`src/rtl/io_channel_sequencer_if.sv`:
```
// ============================================================================
// Module   : io_channel_sequencer_if
// Purpose  : Harness/core-facing signal bundle for io_channel_sequencer.
// Revision : 1.0 - initial release
// ============================================================================
`timescale 1ns/1ps
`default_nettype none

interface io_channel_sequencer_if #(
  parameter int MemoryElementWidth = 12,
  parameter int NIn                = 3,
  parameter int NOut               = 9
);
  localparam int c_PW = $clog2(NIn + 1);
  localparam int c_QW = $clog2(NOut + 1);

  logic                          start;
  logic [MemoryElementWidth-1:0] loadData;
  logic                          loadValid;
  logic                          loadLast;
  logic                          loadReady;
  logic                          coreRun;
  logic                          coreFinished;
  logic [c_PW-1:0]               inSize;
  logic [MemoryElementWidth-1:0] inData;
  logic                          inReq;
  logic                          outReq;
  logic [MemoryElementWidth-1:0] outData;
  logic [MemoryElementWidth-1:0] drainData;
  logic                          drainValid;
  logic                          drainReady;
  logic                          busy;
  logic                          done;
  logic                          timeout;
  logic                          overflow;
  logic [c_QW-1:0]               outCount;

  modport master (
    output start, loadData, loadValid, loadLast, coreFinished,
           inReq, outReq, outData, drainReady,
    input  loadReady, coreRun, inSize, inData, drainData, drainValid,
           busy, done, timeout, overflow, outCount
  );

  modport slave (
    input  start, loadData, loadValid, loadLast, coreFinished,
           inReq, outReq, outData, drainReady,
    output loadReady, coreRun, inSize, inData, drainData, drainValid,
           busy, done, timeout, overflow, outCount
  );
endinterface

`default_nettype wire

```
`src/rtl/io_channel_sequencer.sv`:
```
// ============================================================================
// Module   : io_channel_sequencer
// Purpose  : Loads the in channel, runs the core, serves in/out, drains out.
// Revision : 1.0 - initial release
// ============================================================================
`timescale 1ns/1ps
`default_nettype none

module io_channel_sequencer #(
  parameter int MemoryElementWidth = 12,
  parameter int NIn                = 3,
  parameter int NOut               = 9,
  parameter int MaxSteps           = 32
) (
  input logic                   clock,
  input logic                   reset,
  io_channel_sequencer_if.slave bus
);
  localparam int c_PW = $clog2(NIn + 1);
  localparam int c_QW = $clog2(NOut + 1);
  localparam int c_SW = $clog2(MaxSteps + 1);
  localparam logic [c_PW-1:0] c_NIN       = c_PW'(NIn);
  localparam logic [c_QW-1:0] c_NOUT      = c_QW'(NOut);
  localparam logic [c_QW-1:0] c_NOUT_LAST = c_QW'(NOut - 1);
  localparam logic [c_QW-1:0] c_ONE       = c_QW'(1);
  localparam logic [c_SW-1:0] c_STEP_LAST = c_SW'(MaxSteps - 1);

  typedef enum logic [2:0] {
    S_IDLE  = 3'd0,
    S_LOAD  = 3'd1,
    S_RUN   = 3'd2,
    S_DRAIN = 3'd3,
    S_DONE  = 3'd4
  } state_t;

  state_t                        r_state;
  logic [MemoryElementWidth-1:0] r_inMem  [NIn];
  logic [MemoryElementWidth-1:0] r_outMem [NOut];
  logic [c_PW-1:0]               r_inCount, r_inPos;
  logic [c_QW-1:0]               r_outPos, r_outCount, r_rdPtr, r_remaining;
  logic [c_SW-1:0]               r_steps;
  logic                          r_timeout, r_overflow, r_drainValid;
  logic                          r_loadReady, r_coreRun, r_busy, r_done;

  logic [c_PW-1:0] w_inSize, w_inCountInc;
  logic            w_loadFire, w_inPop, w_outWrite, w_overflowNext;
  logic [c_QW-1:0] w_outPosNext, w_outCountNext, w_rdNext;

  assign w_inSize     = r_inCount - r_inPos;
  assign w_inCountInc = r_inCount + 1'b1;
  assign w_loadFire   = (r_state == S_LOAD) && bus.loadValid;
  assign w_inPop      = (r_state == S_RUN) && bus.inReq && (w_inSize != '0);
  assign w_outWrite   = (r_state == S_RUN) && bus.outReq;

  // Post-write out-channel view, also used to seed the drain on the RUN exit cycle.
  assign w_outPosNext   = !w_outWrite ? r_outPos :
                          (r_outPos == c_NOUT_LAST) ? '0 : r_outPos + 1'b1;
  assign w_outCountNext = (w_outWrite && (r_outCount != c_NOUT)) ? r_outCount + 1'b1 : r_outCount;
  assign w_overflowNext = r_overflow | (w_outWrite && (r_outCount == c_NOUT));
  assign w_rdNext       = (r_rdPtr == c_NOUT_LAST) ? '0 : r_rdPtr + 1'b1;

  always_ff @(posedge clock) begin
    if (w_loadFire) r_inMem[r_inCount]  <= bus.loadData;
    if (w_outWrite) r_outMem[r_outPos]  <= bus.outData;
  end

  always_ff @(posedge clock or negedge reset) begin
    if (!reset) begin
      r_state      <= S_IDLE;
      r_inCount    <= '0;
      r_inPos      <= '0;
      r_outPos     <= '0;
      r_outCount   <= '0;
      r_rdPtr      <= '0;
      r_remaining  <= '0;
      r_steps      <= '0;
      r_timeout    <= 1'b0;
      r_overflow   <= 1'b0;
      r_drainValid <= 1'b0;
      r_loadReady  <= 1'b0;
      r_coreRun    <= 1'b0;
      r_busy       <= 1'b0;
      r_done       <= 1'b0;
    end else begin
      case (r_state)
        S_IDLE, S_DONE: begin
          if (bus.start) begin
            r_state     <= S_LOAD;
            r_inCount   <= '0;
            r_inPos     <= '0;
            r_outPos    <= '0;
            r_outCount  <= '0;
            r_steps     <= '0;
            r_timeout   <= 1'b0;
            r_overflow  <= 1'b0;
            r_loadReady <= 1'b1;
            r_busy      <= 1'b1;
            r_done      <= 1'b0;
          end
        end
        S_LOAD: begin
          if (bus.loadValid) begin
            r_inCount <= w_inCountInc;
            if ((w_inCountInc == c_NIN) || bus.loadLast) begin
              r_state     <= S_RUN;
              r_loadReady <= 1'b0;
              r_coreRun   <= 1'b1;
            end
          end
        end
        S_RUN: begin
          r_steps    <= r_steps + 1'b1;
          r_outPos   <= w_outPosNext;
          r_outCount <= w_outCountNext;
          r_overflow <= w_overflowNext;
          if (w_inPop) r_inPos <= r_inPos + 1'b1;
          // coreFinished takes priority over the watchdog on the same cycle.
          if (bus.coreFinished || (r_steps == c_STEP_LAST)) begin
            r_timeout    <= !bus.coreFinished;
            r_state      <= S_DRAIN;
            r_coreRun    <= 1'b0;
            r_rdPtr      <= w_overflowNext ? w_outPosNext : '0;
            r_remaining  <= w_outCountNext;
            r_drainValid <= (w_outCountNext != '0);
          end
        end
        S_DRAIN: begin
          if (!r_drainValid) begin
            r_state <= S_DONE;
            r_busy  <= 1'b0;
            r_done  <= 1'b1;
          end else if (bus.drainReady) begin
            r_rdPtr     <= w_rdNext;
            r_remaining <= r_remaining - 1'b1;
            if (r_remaining == c_ONE) begin
              r_drainValid <= 1'b0;
              r_state      <= S_DONE;
              r_busy       <= 1'b0;
              r_done       <= 1'b1;
            end
          end
        end
        default: r_state <= S_IDLE;
      endcase
    end
  end

  assign bus.loadReady  = r_loadReady;
  assign bus.coreRun    = r_coreRun;
  assign bus.inSize     = w_inSize;
  assign bus.inData     = (r_inPos < c_NIN) ? r_inMem[r_inPos] : '0;
  assign bus.drainData  = r_outMem[r_rdPtr];
  assign bus.drainValid = r_drainValid;
  assign bus.busy       = r_busy;
  assign bus.done       = r_done;
  assign bus.timeout    = r_timeout;
  assign bus.overflow   = r_overflow;
  assign bus.outCount   = r_outCount;
endmodule

`default_nettype wire

```
`src/flat_wrapper.sv`:
```
// flat-port wrapper written by rule: the top's interface ports become plain ports
module io_channel_sequencer_flat 
#(
  parameter int MemoryElementWidth = 12,
  parameter int NIn                = 3,
  parameter int NOut               = 9,
  parameter int MaxSteps           = 32
)
  (clock, reset, bus_start, bus_loadData, bus_loadValid, bus_loadLast, bus_coreFinished, bus_inReq, bus_outReq, bus_outData, bus_drainReady, bus_loadReady, bus_coreRun, bus_inSize, bus_inData, bus_drainData, bus_drainValid, bus_busy, bus_done, bus_timeout, bus_overflow, bus_outCount);
  io_channel_sequencer_if #(.MemoryElementWidth(MemoryElementWidth), .NIn(NIn), .NOut(NOut)) bus_i ();
  input logic clock;
  input logic reset;
  input wire logic [$bits(bus_i.start)-1:0] bus_start;
  input wire logic [$bits(bus_i.loadData)-1:0] bus_loadData;
  input wire logic [$bits(bus_i.loadValid)-1:0] bus_loadValid;
  input wire logic [$bits(bus_i.loadLast)-1:0] bus_loadLast;
  input wire logic [$bits(bus_i.coreFinished)-1:0] bus_coreFinished;
  input wire logic [$bits(bus_i.inReq)-1:0] bus_inReq;
  input wire logic [$bits(bus_i.outReq)-1:0] bus_outReq;
  input wire logic [$bits(bus_i.outData)-1:0] bus_outData;
  input wire logic [$bits(bus_i.drainReady)-1:0] bus_drainReady;
  output wire logic [$bits(bus_i.loadReady)-1:0] bus_loadReady;
  output wire logic [$bits(bus_i.coreRun)-1:0] bus_coreRun;
  output wire logic [$bits(bus_i.inSize)-1:0] bus_inSize;
  output wire logic [$bits(bus_i.inData)-1:0] bus_inData;
  output wire logic [$bits(bus_i.drainData)-1:0] bus_drainData;
  output wire logic [$bits(bus_i.drainValid)-1:0] bus_drainValid;
  output wire logic [$bits(bus_i.busy)-1:0] bus_busy;
  output wire logic [$bits(bus_i.done)-1:0] bus_done;
  output wire logic [$bits(bus_i.timeout)-1:0] bus_timeout;
  output wire logic [$bits(bus_i.overflow)-1:0] bus_overflow;
  output wire logic [$bits(bus_i.outCount)-1:0] bus_outCount;
  assign bus_i.start = bus_start;
  assign bus_i.loadData = bus_loadData;
  assign bus_i.loadValid = bus_loadValid;
  assign bus_i.loadLast = bus_loadLast;
  assign bus_i.coreFinished = bus_coreFinished;
  assign bus_i.inReq = bus_inReq;
  assign bus_i.outReq = bus_outReq;
  assign bus_i.outData = bus_outData;
  assign bus_i.drainReady = bus_drainReady;
  assign bus_loadReady = bus_i.loadReady;
  assign bus_coreRun = bus_i.coreRun;
  assign bus_inSize = bus_i.inSize;
  assign bus_inData = bus_i.inData;
  assign bus_drainData = bus_i.drainData;
  assign bus_drainValid = bus_i.drainValid;
  assign bus_busy = bus_i.busy;
  assign bus_done = bus_i.done;
  assign bus_timeout = bus_i.timeout;
  assign bus_overflow = bus_i.overflow;
  assign bus_outCount = bus_i.outCount;
  io_channel_sequencer #(.MemoryElementWidth(MemoryElementWidth), .NIn(NIn), .NOut(NOut), .MaxSteps(MaxSteps)) u_core (.clock(clock), .reset(reset), .bus(bus_i));
endmodule
```
`config.mk`:
```
export PLATFORM = sky130hd
export DESIGN_NAME = io_channel_sequencer_flat
export DESIGN_NICKNAME = d
export VERILOG_FILES = /design/src/rtl/io_channel_sequencer_if.sv /design/src/rtl/io_channel_sequencer.sv /design/src/flat_wrapper.sv
export SDC_FILE = /design/constraint.sdc
export NUM_CORES = 1
export LEC_CHECK = 0
export BUFFER_PORTS_ARGS = -buffer_cell sky130_fd_sc_hd__buf_2
export CELL_PAD_IN_SITES_DETAIL_PLACEMENT = 0
export CELL_PAD_IN_SITES_GLOBAL_PLACEMENT = 1
export CORE_MARGIN = 4
export CORE_UTILIZATION = 55
export CTS_BUF_LIST = sky130_fd_sc_hd__clkbuf_4
export DETAILED_ROUTE_END_ITERATION = 12
export PLACE_DENSITY_LB_ADDON = 0.3
export SETUP_SLACK_MARGIN = 0.15
export SLEW_MARGIN = 40
export SYNTH_ARGS = -nofsm -noshare
export SYNTH_HDL_FRONTEND = slang
export SYNTH_SLANG_ARGS = --single-unit
```
`constraint.sdc`:
```
create_clock -name clock -period 6.65 [get_ports clock]
set_clock_uncertainty 0.05 [all_clocks]
set_input_delay 1.33 -clock clock [delete_from_list [all_inputs] [get_ports clock]]
set_output_delay 1.33 -clock clock [all_outputs]
set_load 0.03 [all_outputs]
```
==> Yosys cells after proc, flatten, opt, wreduce, memory -nomap -nowiden <==
Memories as Yosys holds them, arrays and structs flattened.
Index checks and enable logic that the tools add are counted.
W data, S select, Z words.
{ "totals": {"latchBits": 0, "wordCells": 136, "ram_bits": 144, "ff_bits": 36, "memories": 2, "romBits": 0} }
{ "mem_list": {"columns": ["name", "depth", "word_bits", "read_ports", "rd_ports_with_merged_regs", "wr", "line", "source"], "rows": [
  ["u_core.r_outMem", 9, 12, 1, 0, 1, "io_channel_sequencer.sv:38", "logic [MemoryElementWidth-1:0] r_outMem [NOut];"],
  ["u_core.r_inMem", 3, 12, 1, 0, 1, "io_channel_sequencer.sv:37", "logic [MemoryElementWidth-1:0] r_inMem [NIn];"]
]} }
{ "classes": {"magnitude_cmp": 1, "n_div": 0, "n_bitwise": 1, "n_eq_ne": 20, "multipliers": 0, "add_sub_neg": 8, "n_mux": 61, "shifts": 0, "n_reduce_logical": 28} }
{ "op_table": {"columns": ["cell", "n"], "rows": [
  ["$mux W4", 12],
  ["$pmux W4 S2", 4],
  ["$mux W1", 22],
  ["$mux W3", 7],
  ["$reduce_and A4 Y1", 4],
  ["$pmux W1 S2", 7],
  ["$add A4 B1 Y4 const B", 3],
  ["$eq A4 B4 Y1 const B", 3],
  ["$mux W12", 1],
  ["$pmux W3 S4", 1],
  ["$pmux W6 S2", 1],
  ["$reduce_bool A2 Y1", 6],
  ["$ne A2 B2 Y1 const B", 5],
  ["$reduce_and A3 Y1", 3],
  ["$pmux W2 S2", 2],
  ["$add A6 B1 Y6 const B", 1],
  ["$eq A3 B2 Y1 const B", 2],
  ["$eq A6 B5 Y1 const B", 1],
  ["$logic_and A1 B1 Y1", 6],
  ["$mux W2", 3],
  ["$mux W6", 1],
  ["$ne A3 B3 Y1 const B", 2],
  ["$reduce_and A6 Y1", 1],
  ["$add A2 B1 Y2 const B", 2],
  ["other kinds (16)", 19]
]} }

==> Depth between registers and ports, before layout <==
Gate-level depths: netlist (run 1).
{ "depth": {"depth_word": 7, "ltp_mapped": 8} }

==> Worst setup path after synthesis (run 1) <==
No wires, ideal clock.
{ "synth_path": {"path_kind": "input port to flip-flop", "from": "input port bus_outReq", "to": "memory u_core.r_outMem[3][0], enable pin", "n_path_buf": 2, "setup_time_ns": 0.412, "path_slack_ns": 3.289, "arrival_time_ns": 2.898, "required_time_ns": 6.188, "path_stages": 4, "cell_sequence": "nand4bb_1 > buf_2 > buf_6 > nor4_1"} }
{ "synth_via": {"elab_chain_cells": 3} }
{ "synth_lines": {"columns": ["item", "line", "source"], "rows": [
  ["start: declaration", "flat_wrapper.sv:19", "input wire logic [$bits(bus_i.outReq)-1:0] bus_outReq;"],
  ["$logic_and A1 B1 Y1", "io_channel_sequencer.sv:53", "assign w_outWrite = (r_state == S_RUN) && bus.outReq;"],
  ["$mux W1", "io_channel_sequencer.sv:64", "if (w_outWrite) r_outMem[r_outPos] <= bus.outData;"],
  ["$mux W1 (implied by the code)", "io_channel_sequencer.sv:64", null],
  ["end: declaration", "io_channel_sequencer.sv:38", null]
]} }
No other way between the ends.

==> Worst setup path in the final report (run 1) <==
{ "layout_path": {"from": "register u_core.r_rdPtr[0]", "to": "output port bus_drainData[0]"} }
{ "layout_via": {"elab_chain_cells": 1} }
{ "layout_lines": {"columns": ["item", "line", "source"], "rows": [
  ["start: declaration", "io_channel_sequencer.sv:40", "logic [c_QW-1:0] r_outPos, r_outCount, r_rdPtr, r_remaining;"],
  ["start signal: assignment", "io_channel_sequencer.sv:122", "r_rdPtr <= w_overflowNext ? w_outPosNext : '0;"],
  ["start signal: assignment", "io_channel_sequencer.sv:133", "r_rdPtr <= w_rdNext;"],
  ["$mem_v2 Z9 W12", null, null],
  ["end: declaration", "flat_wrapper.sv:26", "output wire logic [$bits(bus_i.drainData)-1:0] bus_drainData;"]
]} }
No other way between the ends.

==> results of run 1 <==
## sequential cells by signal, summed over array words and instances (netlist names), 3 cells and up
name / count
u_core.r_outMem: 108
u_core.r_inMem: 36
u_core.r_steps: 6
u_core.bus.outCount: 4
u_core.r_outPos: 4
u_core.r_rdPtr: 4
u_core.r_remaining: 4
u_core.r_state: 3
## worst register-to-register path, delay by kind of cell, from the launching register on
kind / cells / cell delay, ns
flip-flops: 1 / 0.71
AND/OR/NAND/NOR: 3 / 1.84
## how the worst max path moves through the flow
| stage | start | endpoint | slack, ns | depth (start not counted) |
|---|---|---|---|---|
| global route | u_core.r_rdPtr[0] | bus_drainData[0] | 2.60 | 5 |
| detailed placement | bus_outReq | u_core.r_outMem[1][10] | 2.97 | 4 |
| finish | u_core.r_rdPtr[0] | bus_drainData[0] | 2.82 | 5 |
| CTS | u_core.r_rdPtr[0] | bus_drainData[0] | 2.71 | 5 |
| floorplan | bus_outReq | u_core.r_outMem[3][0] | 3.29 | 4 |
| global placement | bus_outReq | u_core.r_outMem[8][2] | 3.12 | 3 |
## power groups by stage
stage	clock network, mW	logic, mW	registers [mW]
after floorplan	0	1.01	1.45
after global placement	0	1.22	1.54
after detailed placement	0	1.24	1.55
after CTS	0.717	1.24	1.52
after global routing	0.766	1.34	1.55
final	0.699	1.22	1.52
## cells by family (layout without fill, tap and decap cells)
logic type	Yosys count	after routing
compound gates	108	108
xor+xnor	3	3
fa+ha+maj	17	17
buf+inv	52	125
flops	180	180
mux	52	52
simple gates	138	138
## placed cells by master, fill, tap and decap left out, drive strengths merged, types with 3 or more instances in the layout
master and n:
o211a 3, o211ai 5, nand2b 4, nor3 5, mux2i 27, inv 28
clkinv 4, ha 17, a31o 3, a211oi 3, nand3 15, and2 5
a31oi 5, nor3b 4, and3b 3, a21oi 20, nor2 33, nand3b 3
edfxtp 144, clkbuf 17, and3 9, o31ai 6, o21a 3, dfrtp 36
nand2 38, o21ai 39, buf 72, bufinv 4, mux4 24, nor4 3
## layout make-up
type                       instances  area, um^2  area share, %
clock buffer                      17         128           1.45
sequential                       180        5230           59.6
tap                              180         225           2.57
clock inverter                    15         216           2.47
multi-input combinational        318        2510           28.6
timing repair buffer              72         388           4.42
inverter                          21        78.8          0.899
## stage by stage
step,total power [mW],setup slack [ns],instances,cell area [um^2]
after floorplan,2.46,3.29,550,7950
after global placement,2.75,3.12,770,8390
after detailed placement,2.79,2.97,771,8420
after CTS,3.48,2.71,803,8770
after global routing,3.66,2.60,803,8770
final,3.45,2.82,803,8770
## per-layer routing
| metal | routed length, um | global-route usage (%) |
|---|---|---|
| met1 | 6760 | 27.4 |
| met3 | 913 | 4.83 |
| met5 | 13 | 0 |
| met4 | 258 | 6.80 |
| met2 | 7570 | 30.9 |
==> results.sh, run 1 <==
export IMPL_outcome="complete, no violations"
export IMPL_netlist_instances=550
export IMPL_finalCritPeriodShare_pct=57.6
export IMPL_grt_max_degree=30
export IMPL_post_route_min_period_ns=3.83
export IMPL_critPathTopFamily="multiplexers"
export IMPL_cts_made_buffers=17
export IMPL_synth_top_family_by_area="multiplexers"
export IMPL_yosys_area_share_adder_pct=2.68
export IMPL_n_antenna_cell=0
export IMPL_synth_xor_area_share_pct=0.331
export IMPL_ys_ff_latch=180
export IMPL_dpl_hpwl_um=10400
export IMPL_synthTopCellsByCount="144 x edfxtp_1, 39 x o21ai_0, 38 x nand2_1, 36 x dfrtp_1, 33 x nor2_1"
export IMPL_syn_avg_cell_area_um2=14.5
export IMPL_drc=0
export IMPL_worst_ep_arrival_time_ns=2.45
export IMPL_hold_depth=1
export IMPL_cts_tree="built"
export IMPL_syn_area_um2=7950
export IMPL_cts_root_buf="clkbuf_4"
export IMPL_cap_violations=0
export IMPL_setup_violations=0
export IMPL_synth_flop_cell="edfxtp_1"
export IMPL_cp_start_kind="flip-flop"
export IMPL_clk_latency_ns=0.57
export IMPL_clock_sinks=180
export IMPL_grt_pass1_vias=4665
export IMPL_max_stage_delay_ns=0.58
export IMPL_hp_start="u_core.r_steps[5]"
export IMPL_crit_buf_inv=2
export IMPL_synth_largest_area_cell="edfxtp_1"
export IMPL_synth_fp_nets=600
export IMPL_die_area_um2=16400
export IMPL_nFillCells=1078
export IMPL_io_buffers=69
export IMPL_cts_hold_buf=0
export IMPL_path_max_fanout=28
export IMPL_ys_seq_area_share_pct=65.7
export IMPL_slew_viol_final=0
export IMPL_die_w_um=128
export IMPL_netlist_cell_type_count=66
export IMPL_vias=4807
export IMPL_syn_to_final_growth_pct=10.3
export IMPL_min_to="u_core.r_steps[5]"
export IMPL_power_share_clock_pct=20.3
export IMPL_cp_slowest_cell="mux4_2"
export IMPL_drive_above_1_share_pct=23.6
export IMPL_synth_top_area_share_pct=54.4
export IMPL_die_height_um=128
export IMPL_postCtsSetupRepairBufs=0
export IMPL_gr_total_overflow=0
export IMPL_path_cells="buf_4 -> mux4_2 -> mux2i_1 -> o21ai_0 -> buf_2"
export IMPL_seq_power_share_pct=44.2
export IMPL_routed_wl_um=15500
export IMPL_antenna_found_initial=1
export IMPL_fin_tns_setup_ns=0
export IMPL_powerDensity_nw_per_um2=393
export IMPL_via_per_inst=5.99
export IMPL_hold_slack_ns=0.460
export IMPL_synthTopCellsByArea="edfxtp_1 54%, dfrtp_1 11%, mux4_2 6.8%"
export IMPL_worst_r2r_setup_slack_ns=3.69
export IMPL_wl_per_cell_um=19.3
export IMPL_synthSimpleGateAreaFrac_pct=8.99
export IMPL_async_flop_share_pct=20.0
export IMPL_worst_slew_pin_slew_ns=0.781
export IMPL_required_ns=5.27
export IMPL_maxSlewHeadroom_pct=47.7
export IMPL_setup_worst_path_class="reg2out"
export IMPL_r2r_start="u_core.r_state[1]"
export IMPL_r2r_end="u_core.r_outMem[1][0]"
export IMPL_dr_pass1_iters=6
export IMPL_clk_path_buf_depth=2
export IMPL_power_switching_mw=1.32
export IMPL_swShare_pct=38.2
export IMPL_crit_path_end_kind="primary output"
export IMPL_initial_core_util_pct=56.6
export IMPL_ys_warn_count=0
export IMPL_grt_use_total_pct=19.8
export IMPL_muxShareOfSynthArea_pct=10.4
export IMPL_grt_pass1_wl_um=24800
export IMPL_synth_compound_area_share_pct=8.92
export IMPL_grt_setup_unrepaired="false"
export IMPL_synth_most_common_cell="edfxtp_1"
export IMPL_clk_pin_slew_ns=0.14
export IMPL_fin_util_pct=62.5
export IMPL_nets=660
export IMPL_p_leak_nw=3.32
export IMPL_synth_edf_count=144
export IMPL_row_count=43
export IMPL_htreeDepth=4
export IMPL_internal_power_mw=2.13
export IMPL_comb_power_share_pct=35.5
export IMPL_fmax_ghz=0.261
export IMPL_hold_class="reg2reg"
export IMPL_r2r_cells=3
export IMPL_ir_drop_v=0.000163
export IMPL_drt_iter0_drc=440
export IMPL_io_pins=70
export IMPL_gp_congestion=0.846
export IMPL_drtAntennaViolNets=0
export IMPL_core_um2=14000
export IMPL_cts_repair_resized=0
export IMPL_timing_hold_violations_final=0
Note: power is estimated with default switching activity, not from simulation.
==> inputs of run 2 (changes only) <==
- CORE_UTILIZATION: 55 -> 47
- clock period: 6.65 -> 3.4 ns (I/O delays scaled with it)
==> results.sh, run 2 (synthesized netlist as in run 1, its figures left out) <==
export IMPL_wl_per_cell_um=18.4
export IMPL_timing_hold_violations_final=0
export IMPL_cts_root_buf="clkbuf_4"
export IMPL_die_w_um=138
export IMPL_gr_total_overflow=0
export IMPL_grtUsageMet2_pct=27.4
export IMPL_internal_power_mw=4.13
export IMPL_worst_slew_pin_slew_ns=0.783
export IMPL_path_max_fanout=28
export IMPL_r2r_cells=3
export IMPL_cp_start_kind="flip-flop"
export IMPL_power_mw=6.67
export IMPL_grt_max_degree=29
export IMPL_r2r_start="u_core.r_state[2]"
export IMPL_grt_util_met3_pct=3.66
export IMPL_cts_tree="built"
export IMPL_postCtsSetupRepairBufs=0
export IMPL_power_share_clock_pct=18.9
export IMPL_io_buffers=69
export IMPL_maxSlewHeadroom_pct=47.8
export IMPL_grt_pass1_wl_um=25100
export IMPL_htreeDepth=4
export IMPL_met1_usage_pct=22.5
export IMPL_io_pins=70
export IMPL_top_regs="u_core.r_outMem x108, u_core.r_inMem x36, u_core.r_steps x6"
export IMPL_nFillCells=1428
export IMPL_comb_power_share_pct=38.5
export IMPL_clk_pin_slew_ns=0.14
export IMPL_finalCritPeriodShare_pct=88.3
export IMPL_cap_violations=0
export IMPL_antenna_found_initial=1
export IMPL_row_count=47
export IMPL_setup_worst_path_class="reg2out"
export IMPL_final_cell_mix="144 x edfxtp_1, 69 x buf_2, 39 x o21ai_0, 38 x nand2_1, 35 x dfrtp_1"
export IMPL_worst_r2r_setup_slack_ns=1.06
export IMPL_clk_path_buf_depth=2
export IMPL_dpl_hpwl_um=10100
export IMPL_ir_drop_v=0.000303
export IMPL_gp_congestion=0.803
export IMPL_cts_made_buffers=17
export IMPL_drt_iter0_drc=310
export IMPL_vias=4727
export IMPL_worst_ep_arrival_time_ns=2.27
export IMPL_swShare_pct=38.0
export IMPL_die_height_um=138
export IMPL_grt_pass1_vias=4752
export IMPL_syn_to_final_growth_pct=11.5
export IMPL_setup_violations=0
export IMPL_grt_busiest_layer="met2"
export IMPL_hold_class="in2reg"
export IMPL_regMostFlops="u_core.r_outMem"
export IMPL_routed_wl_um=15700
export IMPL_grt_setup_unrepaired="false"
export IMPL_fin_tns_setup_ns=0
export IMPL_drc=0
export IMPL_core_um2=16600
export IMPL_seq_power_share_pct=42.7
export IMPL_power_switching_mw=2.54
export IMPL_initial_core_util_pct=47.9
export IMPL_outcome="complete, no violations"
export IMPL_powerDensity_nw_per_um2=753
export IMPL_final_common_cell="edfxtp_1"
export IMPL_p_leak_nw=3.35
export IMPL_clk_latency_ns=0.55
export IMPL_post_route_min_period_ns=3.00
export IMPL_fmax_ghz=0.333
export IMPL_endpoint="bus_drainData[0]"
export IMPL_via_per_inst=5.54
export IMPL_crit_path_end_kind="primary output"
export IMPL_grt_use_total_pct=16.7
export IMPL_die_area_um2=19100
export IMPL_nets=669
export IMPL_r2r_end="u_core.r_outMem[1][2]"
export IMPL_largest_register_ffs=108
export IMPL_dr_pass1_iters=6
export IMPL_critical_path_startpoint="u_core.r_rdPtr[0]"
export IMPL_clock_sinks=180
export IMPL_drive_above_1_share_pct=24.1
export IMPL_required_ns=2.67
export IMPL_drtAntennaViolNets=0
export IMPL_slew_viol_final=0
## run 2: changes by cell type in the layout (fill, tap and decap cells not counted), moves of 2 or more
| cell | previous run | this run |
|---|---|---|
| buf_4 | 2 | 9 |
| clkbuf_4 | 17 | 19 |
| clkinv_4 | 1 | 3 |
| clkinvlp_4 | 0 | 2 |
| dfrtp_1 | 32 | 35 |
| dfrtp_2 | 4 | 1 |
| inv_6 | 5 | 3 |
| inv_8 | 3 | 1 |
## run 2: power groups by stage
stage / Clock (mW) / Sequential, mW / Combinational [mW]
detailed placement: 0 / 2.89 / 2.59
finish: 1.26 / 2.85 / 2.57
CTS: 1.30 / 2.84 / 2.59
floorplan: 0 / 2.84 / 1.98
global route: 1.41 / 2.89 / 2.81
global placement: 0 / 2.88 / 2.54
## run 2: area by class of cell
cell class / instances / area (um^2) / area share (%)
sequential: 180 / 5230 / 59.0
multi-input combinational: 318 / 2500 / 28.2
timing repair buffer: 81 / 462 / 5.21
tap: 220 / 275 / 3.11
clock inverter: 13 / 174 / 1.96
clock buffer: 19 / 143 / 1.61
inverter: 21 / 78.8 / 0.890
antenna: 1 / 2.50 / 0.0282
## run 2: stage by stage
step / worst slack, ns / std cells / instance area [um^2] / hold slack (ns) / utilization, %
after floorplan: 0.689 / 550 / 7950 / 0.334 / -
after global placement: 0.823 / 818 / 8500 / 0.410 / 51.3
after detailed placement: 0.803 / 819 / 8530 / 0.416 / 51.4
after CTS: 0.162 / 852 / 8850 / 0.222 / 53.4
after global routing: 0.162 / 853 / 8860 / 0.198 / 53.4
final: 0.399 / 853 / 8860 / 0.276 / 53.4
## run 2: routing by layer
layer / vias to the layer above / share of wire, %
met2: 106 / 50
met5: - / 0
met1: 2351 / 44
li1: 2253 / -
met4: 0 / 1.2
met3: 17 / 4.6
## run 2: worst min path at each step
stage,startpoint,to,slack [ns],cells after the start
final,bus_loadData[6],u_core.r_inMem[0][6],0.28,1
after CTS,bus_loadData[6],u_core.r_inMem[0][6],0.22,1
after floorplan,reset,u_core.bus.busy,0.33,0
after global routing,bus_loadData[6],u_core.r_inMem[2][6],0.20,1
after global placement,u_core.bus.loadReady,u_core.bus.loadReady,0.41,2
after detailed placement,u_core.bus.loadReady,u_core.bus.loadReady,0.42,2
## run 2: what timing repair did
item | 4_1_cts | 5_1_grt
hold buffers | 1 | 0
setup endpoints to repair | 0 | 11
endpoints found under the hold margin | 12 | 0
gates resized for setup | 0 | 1
## run 2: worst max-delay path: stages, from the launching register on
cell	delay, ns
dfrtp_1	0.36
buf_6	0.33
mux4_2	0.55
mux2i_1	0.15
o21ai_0	0.12
buf_2	0.22
==> inputs of run 3 (changes only) <==
- CAP_MARGIN: default -> 20
- CELL_PAD_IN_SITES_GLOBAL_PLACEMENT: 1 -> 2
- CORE_UTILIZATION: 47 -> 40
==> results.sh, run 3 (synthesized netlist as in run 1, its figures left out) <==
export IMPL_critPathTopFamily="multiplexers"
export IMPL_cts_made_buffers=17
export IMPL_internal_power_mw=3.99
export IMPL_cts_tree="built"
export IMPL_power_share_clock_pct=17.1
export IMPL_grt_pass1_wl_um=26400
export IMPL_max_stage_delay_ns=0.55
export IMPL_drt_iter0_drc=352
export IMPL_vias=4685
export IMPL_timing_hold_violations_final=0
export IMPL_setup_worst_path_class="reg2out"
export IMPL_pre_cts_slack_ns=0.798
export IMPL_final_cell_mix="144 x edfxtp_1, 68 x buf_2, 39 x o21ai_0, 38 x nand2_1, 35 x dfrtp_1"
export IMPL_slew_viol_final=0
export IMPL_die_area_um2=22200
export IMPL_powerDensity_nw_per_um2=735
export IMPL_ir_drop_v=0.000358
export IMPL_dr_pass1_iters=5
export IMPL_comb_power_share_pct=39.4
export IMPL_cp_slowest_cell="mux4_2"
export IMPL_regMostFlops="u_core.r_outMem"
export IMPL_wl_per_cell_um=18.3
export IMPL_r2r_cells=3
export IMPL_finalCritPeriodShare_pct=88.4
export IMPL_power_mw=6.55
export IMPL_path_max_fanout=28
export IMPL_power_switching_mw=2.56
export IMPL_multi_input_area_um2=2500
export IMPL_cts_root_buf="clkbuf_4"
export IMPL_clock_sinks=180
export IMPL_drtAntennaViolNets=0
export IMPL_hold_slack_ns=0.293
export IMPL_drc=0
export IMPL_crit_path_end_kind="primary output"
export IMPL_p_leak_nw=3.35
export IMPL_final_common_cell="edfxtp_1"
export IMPL_row_count=51
export IMPL_fmax_ghz=0.333
export IMPL_syn_to_final_growth_pct=12.1
export IMPL_required_ns=2.67
export IMPL_cap_violations=0
export IMPL_swShare_pct=39.1
export IMPL_maxSlewHeadroom_pct=47.5
export IMPL_hold_depth=1
export IMPL_clk_pin_slew_ns=0.15
export IMPL_path_cells="buf_6 -> mux4_2 -> mux2i_1 -> o21ai_0 -> buf_2"
export IMPL_fin_util_pct=45.6
export IMPL_fin_tns_setup_ns=0
export IMPL_cp_num_cells=5
export IMPL_die_w_um=149
export IMPL_drive_above_1_share_pct=24.7
export IMPL_seq_power_share_pct=43.5
export IMPL_crit_buf_inv=2
export IMPL_dpl_hpwl_um=10500
export IMPL_clk_path_buf_depth=2
export IMPL_htreeDepth=4
export IMPL_clk_latency_ns=0.53
export IMPL_grt_max_degree=37
export IMPL_post_route_min_period_ns=3.01
export IMPL_outcome="complete, no violations"
export IMPL_worst_ep_arrival_time_ns=2.28
export IMPL_die_height_um=149
export IMPL_grt_use_total_pct=15.4
export IMPL_gr_total_overflow=0
export IMPL_setup_violations=0
export IMPL_hold_class="in2reg"
export IMPL_seqCellArea_um2=5230
export IMPL_largest_register_ffs=108
export IMPL_setup_ws_ns=0.395
export IMPL_nets=676
export IMPL_cp_start_kind="flip-flop"
export IMPL_routed_wl_um=16600
export IMPL_worst_slew_pin_slew_ns=0.787
export IMPL_antenna_found_initial=2
export IMPL_grt_pass1_vias=4753
export IMPL_initial_core_util_pct=40.7
export IMPL_grt_setup_unrepaired="false"
export IMPL_io_pins=70
export IMPL_top_regs="u_core.r_outMem x108, u_core.r_inMem x36, u_core.r_steps x6"
export IMPL_nFillCells=1814
export IMPL_gp_congestion=0.766
export IMPL_io_buffers=69
export IMPL_core_um2=19500
export IMPL_via_per_inst=5.17
[run 3: final cells by class]
type / instances / area share (%)
Timing Repair Buffer: 88 / 5.58
Multi-Input combinational cell: 318 / 28.1
Clock inverter: 13 / 1.45
Antenna cell: 2 / 0.0562
Tap cell: 265 / 3.72
Inverter: 21 / 0.885
Sequential cell: 180 / 58.7
Clock buffer: 19 / 1.60
[run 3: timing repair]
item                                    CTS  global route
buffers inserted                          0             0
resized for setup                         0             1
hold buffers                              1             0
hold endpoints to repair                 10             0
endpoints found under the setup margin    0            11
[run 3: worst paths after layout]
check                                       start                    end  slack (ns)
worst max-delay path            u_core.r_rdPtr[0]       bus_drainData[3]        0.39
worst min-delay path              bus_loadData[1]   u_core.r_inMem[1][1]        0.29
worst max register to register  u_core.r_state[2]  u_core.r_outMem[1][3]        1.06
worst min register to register  u_core.r_steps[5]      u_core.r_steps[5]        0.45
max in group asynchronous                   reset      u_core.r_rdPtr[3]        2.32
min in group asynchronous                   reset   u_core.bus.loadReady        0.59
[run 3: power by group through the flow]
stage | clock (mW) | sequential, mW | combinational [mW]
5_1_grt | 1.27 | 2.89 | 2.84
6_report | 1.12 | 2.85 | 2.58
2_1_floorplan | 0 | 2.84 | 1.98
3_3_place_gp | 0 | 2.89 | 2.58
3_5_place_dp | 0 | 2.90 | 2.61
4_1_cts | 1.17 | 2.85 | 2.62
[run 3: metal layers]
metal  global-route usage (%)  part of all wire, %
met3                     3.49                  3.6
met2                     24.0                   48
met5                        0                0.042
met4                     3.75                 0.61
met1                     22.3                   48
[run 3: worst register-to-register path, cell delays in order, from the launching register on]
cell and delay, ns:
dfrtp_1 0.60, nand4bb_1 0.36, nor3_1 0.28, and2_1 0.69
[run 3: per-stage QoR]
step,cells,area (um^2)
finish,906,8910
global route,906,8910
CTS,904,8900
detailed placement,871,8620
global placement,871,8620
floorplan,550,7950
